<file path="src/rtl/copro_vdot.sv">
`default_nettype none
// ============================================================================
//  Module   : copro_vdot
//  Brief    : Dot-product coprocessor on the core req/rsp port. It streams
//             two operand vectors from shared memory over a read-only port
//             and returns one 32-bit result per accepted command.
//  Revision : 1.0 - initial release
// ============================================================================
module copro_vdot #(
  parameter int LEN_W     = 10,
  parameter int RESET_LEN = 1
) (
  input  logic        clk,
  input  logic        rstz,
  input  logic        req_valid,
  input  logic [6:0]  req_funct7,
  input  logic [31:0] req_rs1,
  input  logic [31:0] req_rs2,
  output logic        req_ready,
  output logic        rsp_valid,
  input  logic        rsp_ready,
  output logic [31:0] rsp_rd,
  output logic        mem_en,
  output logic [31:0] mem_addr,
  input  logic [31:0] mem_rdata
);

  localparam logic [6:0] c_OP_SETLEN = 7'h00;
  localparam logic [6:0] c_OP_DOT    = 7'h01;
  localparam logic [6:0] c_OP_DOTACC = 7'h02;
  localparam logic [6:0] c_OP_GETACC = 7'h03;

  typedef enum logic [2:0] {
    S_IDLE = 3'd0,
    S_RD_A = 3'd1,
    S_RD_B = 3'd2,
    S_ACC  = 3'd3,
    S_RESP = 3'd4
  } state_t;

  state_t             r_state;
  state_t             w_state_nxt;
  logic [31:0]        r_acc;
  logic [31:0]        r_a;
  logic [31:0]        r_ptr_a;
  logic [31:0]        r_ptr_b;
  logic [31:0]        r_rd;
  logic [LEN_W-1:0]   r_len;
  logic [LEN_W-1:0]   r_cnt;
  logic               w_accept;
  logic               w_is_stream;
  logic               w_last;
  logic [31:0]        w_prod;
  logic [31:0]        w_acc_nxt;

  assign w_is_stream = (req_funct7 == c_OP_DOT) || (req_funct7 == c_OP_DOTACC);
  assign w_last      = ((r_cnt + LEN_W'(1)) == r_len);
  // The low 32 bits of a signed product equal those of the unsigned product.
  assign w_prod      = r_a * mem_rdata;
  assign w_acc_nxt   = r_acc + w_prod;
  assign rsp_rd      = r_rd;

  // State register.
  always_ff @(posedge clk or negedge rstz) begin
    if (!rstz) begin
      r_state <= S_IDLE;
    end else begin
      r_state <= w_state_nxt;
    end
  end

  // Next-state decode and handshake / memory-port outputs.
  always_comb begin
    w_state_nxt = r_state;
    req_ready   = 1'b0;
    rsp_valid   = 1'b0;
    mem_en      = 1'b0;
    mem_addr    = 32'h0;
    w_accept    = 1'b0;
    case (r_state)
      S_IDLE: begin
        // Keep ready low while reset is asserted.
        req_ready = rstz;
        if (req_valid && rstz) begin
          w_accept = 1'b1;
          if (w_is_stream && (r_len != '0)) begin
            w_state_nxt = S_RD_A;
          end else begin
            w_state_nxt = S_RESP;
          end
        end
      end
      S_RD_A: begin
        mem_en      = 1'b1;
        mem_addr    = r_ptr_a;
        w_state_nxt = S_RD_B;
      end
      S_RD_B: begin
        mem_en      = 1'b1;
        mem_addr    = r_ptr_b;
        w_state_nxt = S_ACC;
      end
      S_ACC: begin
        w_state_nxt = w_last ? S_RESP : S_RD_A;
      end
      S_RESP: begin
        rsp_valid = 1'b1;
        if (rsp_ready) begin
          w_state_nxt = S_IDLE;
        end
      end
      default: begin
        w_state_nxt = S_IDLE;
      end
    endcase
  end

  // Datapath: command capture, operand latch, accumulate and result register.
  always_ff @(posedge clk or negedge rstz) begin
    if (!rstz) begin
      r_acc   <= 32'h0;
      r_a     <= 32'h0;
      r_ptr_a <= 32'h0;
      r_ptr_b <= 32'h0;
      r_rd    <= 32'h0;
      r_len   <= LEN_W'(RESET_LEN);
      r_cnt   <= '0;
    end else begin
      case (r_state)
        S_IDLE: begin
          if (w_accept) begin
            r_cnt   <= '0;
            r_ptr_a <= {req_rs1[31:2], 2'b00};
            r_ptr_b <= {req_rs2[31:2], 2'b00};
            case (req_funct7)
              c_OP_SETLEN: begin
                r_len <= req_rs1[LEN_W-1:0];
                r_rd  <= 32'(req_rs1[LEN_W-1:0]);
              end
              c_OP_DOT: begin
                r_acc <= 32'h0;
                r_rd  <= 32'h0;
              end
              c_OP_DOTACC: r_rd <= r_acc;
              c_OP_GETACC: r_rd <= r_acc;
              default:     r_rd <= 32'h0;
            endcase
          end
        end
        S_RD_B: begin
          r_a     <= mem_rdata;
          r_ptr_a <= r_ptr_a + 32'd4;
        end
        S_ACC: begin
          r_acc   <= w_acc_nxt;
          r_ptr_b <= r_ptr_b + 32'd4;
          r_cnt   <= r_cnt + LEN_W'(1);
          if (w_last) begin
            r_rd <= w_acc_nxt;
          end
        end
        default: begin
        end
      endcase
    end
  end

endmodule
`default_nettype wire

</file>
<file path="config.mk">
export PLATFORM = sky130hd
export DESIGN_NAME = copro_vdot
export DESIGN_NICKNAME = d
export VERILOG_FILES = /design/src/rtl/copro_vdot.sv
export SDC_FILE = /design/constraint.sdc
export NUM_CORES = 2
export LEC_CHECK = 0
export CAP_MARGIN = 20
export CORE_UTILIZATION = 40
export CTS_CLUSTER_DIAMETER = 30
export CTS_CLUSTER_SIZE = 40
export DETAILED_ROUTE_END_ITERATION = 10
export PLACE_DENSITY_LB_ADDON = 0.08
export SYNTH_ARGS = -nofsm -noshare
export SYNTH_HDL_FRONTEND = slang
export SYNTH_SLANG_ARGS = --single-unit
</file>
<file path="constraint.sdc">
create_clock -name clk -period 7.6 [get_ports clk]
set_input_delay 0.76 -clock clk [delete_from_list [all_inputs] [get_ports clk]]
set_output_delay 0.76 -clock clk [all_outputs]
set_load 0.1 [all_outputs]
</file>
# == Word-level counts from Yosys, hierarchy flattened ==
# Index checks and enable logic that the tools add are counted.
# word_totals
wordCells,66
reg_bits,183
# op_classes
n_addsub,4
eq_ne,13
mux,24
reduce_logical,16
multipliers,1
# op_table
cell,count
$pmux 32 s2,6
$mux 32,6
$add 32x3->32 const B,2
$add 32x32->32,1
$mul 32x32->32,1
$pmux 10 s2,1
$pmux 3 s5,1
$eq 7x2->1 const B,2
$mux 3,4
$add 10x1->10 const B,1
$eq 10x10->1,1
$mux 10,1
$ne 2x2->1 const B,5
$reduce_bool 10->1,1
$reduce_and 3->1,3
$eq 7x1->1 const B,1
$logic_not 7->1,1
$eq 3x2->1 const B,2
$reduce_and 2->1,3
$mux 1,5
$reduce_bool 2->1,2
$reduce_or 2->1,2
$eq 3x1->1 const B,1
$eq 3x3->1 const B,1
3 further kinds,4

# == Longest topological paths before layout ==
# logic_depth
word_depth,6
depth_mapped,30

# == Least setup slack after synthesis ==
# No wires, ideal clock.
# synth_path
kind,in2reg
start,input port mem_rdata[3]
end,register r_rd[30] (netlist: rsp_rd[30])
stages,26
path_slack_ps,246
t_arrival_ps,7280
setup_ps,74
path_cell_list,clkbuf_1 -> clkbuf_1 -> and2_1 -> fa_1 -> fa_1 -> fa_1 -> inv_1 -> fa_1 -> inv_1 -> fa_1 -> fa_1 -> fa_1 -> inv_1 -> fa_1 -> inv_1 -> ha_1 -> clkbuf_1 -> a21oi_1 -> o21ai_0 -> a221o_1 -> a21oi_1 -> o221ai_1 -> o31ai_1 -> xnor2_1 -> nand2_1 -> a21oi_2
# synth_between
elab_chain_cells,4
# synth_lines
element,line,text
"start, declared",25,input logic [31:0] mem_rdata
$mul 32x32->32,59,assign w_prod = r_a * mem_rdata;
$add 32x32->32,60,assign w_acc_nxt = r_acc + w_prod;
$mux 32,158,if (w_last) begin
$pmux 32 s2,129,case (r_state)
"end signal, assigned",138,r_rd <= 32'(req_rs1[LEN_W-1:0]);
"end signal, assigned",144,c_OP_DOTACC: r_rd <= r_acc;
"end signal, assigned",159,r_rd <= w_acc_nxt;
"end, declared",47,logic [31:0] r_rd;
# Every way passes these cells. The select of a mux whose other input is x is not followed.
# A chain may end at the register's enable or synchronous reset.

# == Final worst setup path ==
# layout_path
start,input port mem_rdata[9]
end,register r_rd[28] (netlist: rsp_rd[28])
# The elaborated chain is that of the path after synthesis.

==> metrics.md <==
| Metric | Value |
|---|---|
| Synth area leaders | fa_1 (34%), dfrtp_1 (17%), and2_1 (7.8%) |
| Worst Path Max Fanout | 13 |
| Crit path DAT | 7.78 ns |
| Routability Congestion | 0.889 |
| Top-area cell type share of the netlist area | 34.1% |
| Pins Over Slew Limit | 0 |
| WP data required | 7.96 ns |
| Fin area | 30300 sq um |
| Mapped Area | 25700 sq um |
| Number of library cell types mapped by synthesis | 75 |
| Mapped Cells | 2841 |
| Detailed Route WL | 77.5 mm |
| Yosys reg bits | 179 |
| Async S/R FF share, synth | 100% |
| Worst min path class | input pin to async pin |
| Reg clk slew, reported paths | 0.08 ns |
| Period utilisation layout | 97.6% |
| Reg2Reg Capture Point | r_acc[24] |
| Tmin final | 7.42 ns |
| Starting Density | 40.6% |
| Chip width | 256 um |
| Area growth from synthesis to layout | 17.9% |
| F_max | 0.135 GHz |
| Top FF cell, synth | dfrtp_1 |
| Worst slew pin tran | 0.987 ns |
| CP endpoint kind | flip-flop |
| GR Util All Layers | 24.5% |
| First-pass GRT wire length | 124 mm |
| Worst R2R Setup Slack | 0.29 ns |
| Largest net degree at the start of global routing | 85 |
| Worst R2R Start | r_a[5] |
| Max-cap violations | 0 |
| Number of DRC markers in iteration 0 | 1269 |
| Crit path kind | input pin to flip-flop |
| First-pass iteration count of the detailed router | 5 |
| H-tree lvl count | 4 |
| CORE AREA | 63300 sq um |
| Port bufs | 169 |
| EDFF count, synth | 0 |
| Placed Area | 29400 sq um |
| R2r worst-path depth | 26 |
| Placed Cells | 3884 |
| Sink Count | 179 |
| Initial antenna violation count | 3 |
| Clock Tree Buf Depth | 2 |
| DRC | 0 |
| DR vias | 20300 |
| Syn Area/Cell | 9.05 sq um |
| Avg WL per Cell | 19.7 um |
| TritonCTS buffer count | 17 |
| Die Ht | 256 um |
| Area leader, netlist | fa_1 |
| I/O pins | 174 |
| Share of cells above drive strength 1 | 10.4% |
| Setup TNS | 0 ns |
| Post-Layout Cell Count | 3923 |
| Synth warn | 0 |
| CTS root buf | clkbuf_16 |
| Hold_buf cts | 0 |
| Setup Skew | 0.0246 ns |
| Num rows | 92 |
| Overflow after GRT | 0 |
| Sequential area share after synthesis | 17.4% |
| Via density | 5.17 |
| Relative slew slack | 34.0% |
| Die area | 65300 sq um |
| Final hold viol count | 0 |
| Final core occ | 47.9% |
| Critical Path Source Type | input pin |
| Clock latency on the worst-skew pair | 0.49 ns |
| Dpl hpwl | 63.0 mm |
| Nets | 3735 |
| # setup viols final | 0 |
| Vias in the first global route | 21800 |
| Status | complete, no violations |
| CTS tree | yes |
| Final ANT Viol Nets | 0 |
==> cells in the mapped netlist, drive strengths merged, types with 7 or more instances <==
| library cell | instances |
|---|---|
| inv | 504 |
| fa | 438 |
| nand2 | 415 |
| and2 | 322 |
| dfrtp | 178 |
| clkbuf | 139 |
| ha | 127 |
| nor2 | 104 |
| xnor2 | 76 |
| o21ai | 75 |
| a21oi | 57 |
| a22o | 50 |
| nor3 | 36 |
| nand3 | 31 |
| buf | 27 |
| a221o | 24 |
| a21o | 22 |
| xor2 | 22 |
| and3 | 20 |
| a221oi | 17 |
| a31oi | 14 |
| a22oi | 11 |
| a211oi | 10 |
| mux2 | 10 |
| nand4 | 10 |
| a222oi | 7 |
| o22ai | 7 |
==> repair_timing <==
action / 4_1_cts / 5_1_grt
endpoints found under the setup margin: 2 / 20
gates resized for setup: 4 / 69
endpoints found under the hold margin: 0 / 0
buffers inserted: 0 / 4
pin swaps: 0 / 48
==> state kept, by name, indices dropped and copies added, names as in the netlist <==
name     flops
rsp_rd      32
r_ptr_b     30
r_state      3
r_len       10
r_ptr_a     30
r_cnt       10
r_acc       32
r_a         32
==> per-stage QoR <==
stage          setup WS, ns  hold slack (ns)
6_report              0.183            0.215
5_1_grt             -0.0317            0.232
4_1_cts              0.0120            0.201
3_5_place_dp         -0.539            0.473
3_3_place_gp         -0.506            0.469
2_1_floorplan         0.246            0.446
==> final cells by class <==
type	count	area, sq um
inverter	504	1890
clock buffer	20	467
multi-input combinational	1993	18900
clock inverter	12	116
sequential	179	4480
antenna	1	2.50
fill	6125	33000
timing repair buffer	368	3400
tap	846	1060
==> per-layer routing <==
metal  wire (um)  global-route usage [%]  vias up
met3        3520                    3.49      112
li1            -                       -     9249
met1       33200                    32.1    10400
met2       38100                    41.3      554
met4        2600                    8.75        4
met5          25                       0        -
==> cell usage in the layout (no fill, tap or decap), types with 8 or more instances in the layout <==
cell / synthesis / final
nor2_1: 103 / 101
clkdlybuf4s50_1: 0 / 160
buf_6: 3 / 10
dlymetal6s2s_1: 0 / 8
xor2_1: 22 / 20
buf_12: 2 / 11
inv_1: 504 / 495
a21oi_1: 47 / 43
o21ai_0: 73 / 68
nor3_1: 36 / 34
xnor2_1: 76 / 73
and2_1: 322 / 321
a21o_1: 22 / 22
dfrtp_1: 178 / 177
a31oi_1: 13 / 12
a21oi_2: 10 / 14
nand3_1: 30 / 29
a22o_1: 50 / 50
fa_1: 438 / 435
clkbuf_16: 0 / 17
a221o_1: 24 / 24
mux2_2: 10 / 10
inv_2: 0 / 9
nand2_1: 415 / 414
and3_1: 18 / 17
a211oi_1: 10 / 10
nand4_1: 10 / 10
buf_4: 2 / 177
a221oi_1: 14 / 13
a22oi_1: 11 / 11
ha_1: 127 / 123
==> kinds of logic (layout without fill, tap and decap cells) <==
group,Yosys count,in the layout,synth area share [%]
compound gates,338,338,9.52
xor+xnor,99,99,3.43
fa+ha+maj,565,565,40.3
buf+inv,670,904,10.1
flops,179,179,17.4
mux,10,10,0.438
other cells,1,3,0.0146
simple gates,979,979,18.8
==> critical path: stages <==
cell and delay, ns:
clkdlybuf4s50_1 0.50, buf_12 0.16, buf_4 0.17, and2_1 0.15
fa_1 0.45, fa_1 0.58, inv_1 0.06, fa_1 0.46
fa_1 0.55, inv_1 0.05, fa_1 0.57, fa_1 0.44
fa_1 0.56, inv_1 0.07, fa_1 0.48, inv_1 0.09
ha_1 0.32, nand2_2 0.08, or3_4 0.40, o221ai_4 0.23
buf_4 0.17, xnor2_1 0.11, nor2_1 0.09, a21oi_1 0.16
o21ai_0 0.09
==> worst max-delay path by stage <==
stage	depth (start not counted)	from	slack (ns)	to
2_1_floorplan	26	mem_rdata[3]	0.25	rsp_rd[30]
3_3_place_gp	27	mem_rdata[2]	-0.51	rsp_rd[30]
3_5_place_dp	29	mem_rdata[2]	-0.54	rsp_rd[31]
4_1_cts	29	mem_rdata[2]	0.01	r_acc[24]
5_1_grt	25	mem_rdata[5]	-0.03	rsp_rd[29]
6_report	25	mem_rdata[9]	0.18	rsp_rd[28]
Power is not shown: default switching activity piles up to over one toggle a cycle in this logic, so the estimate is an artifact.
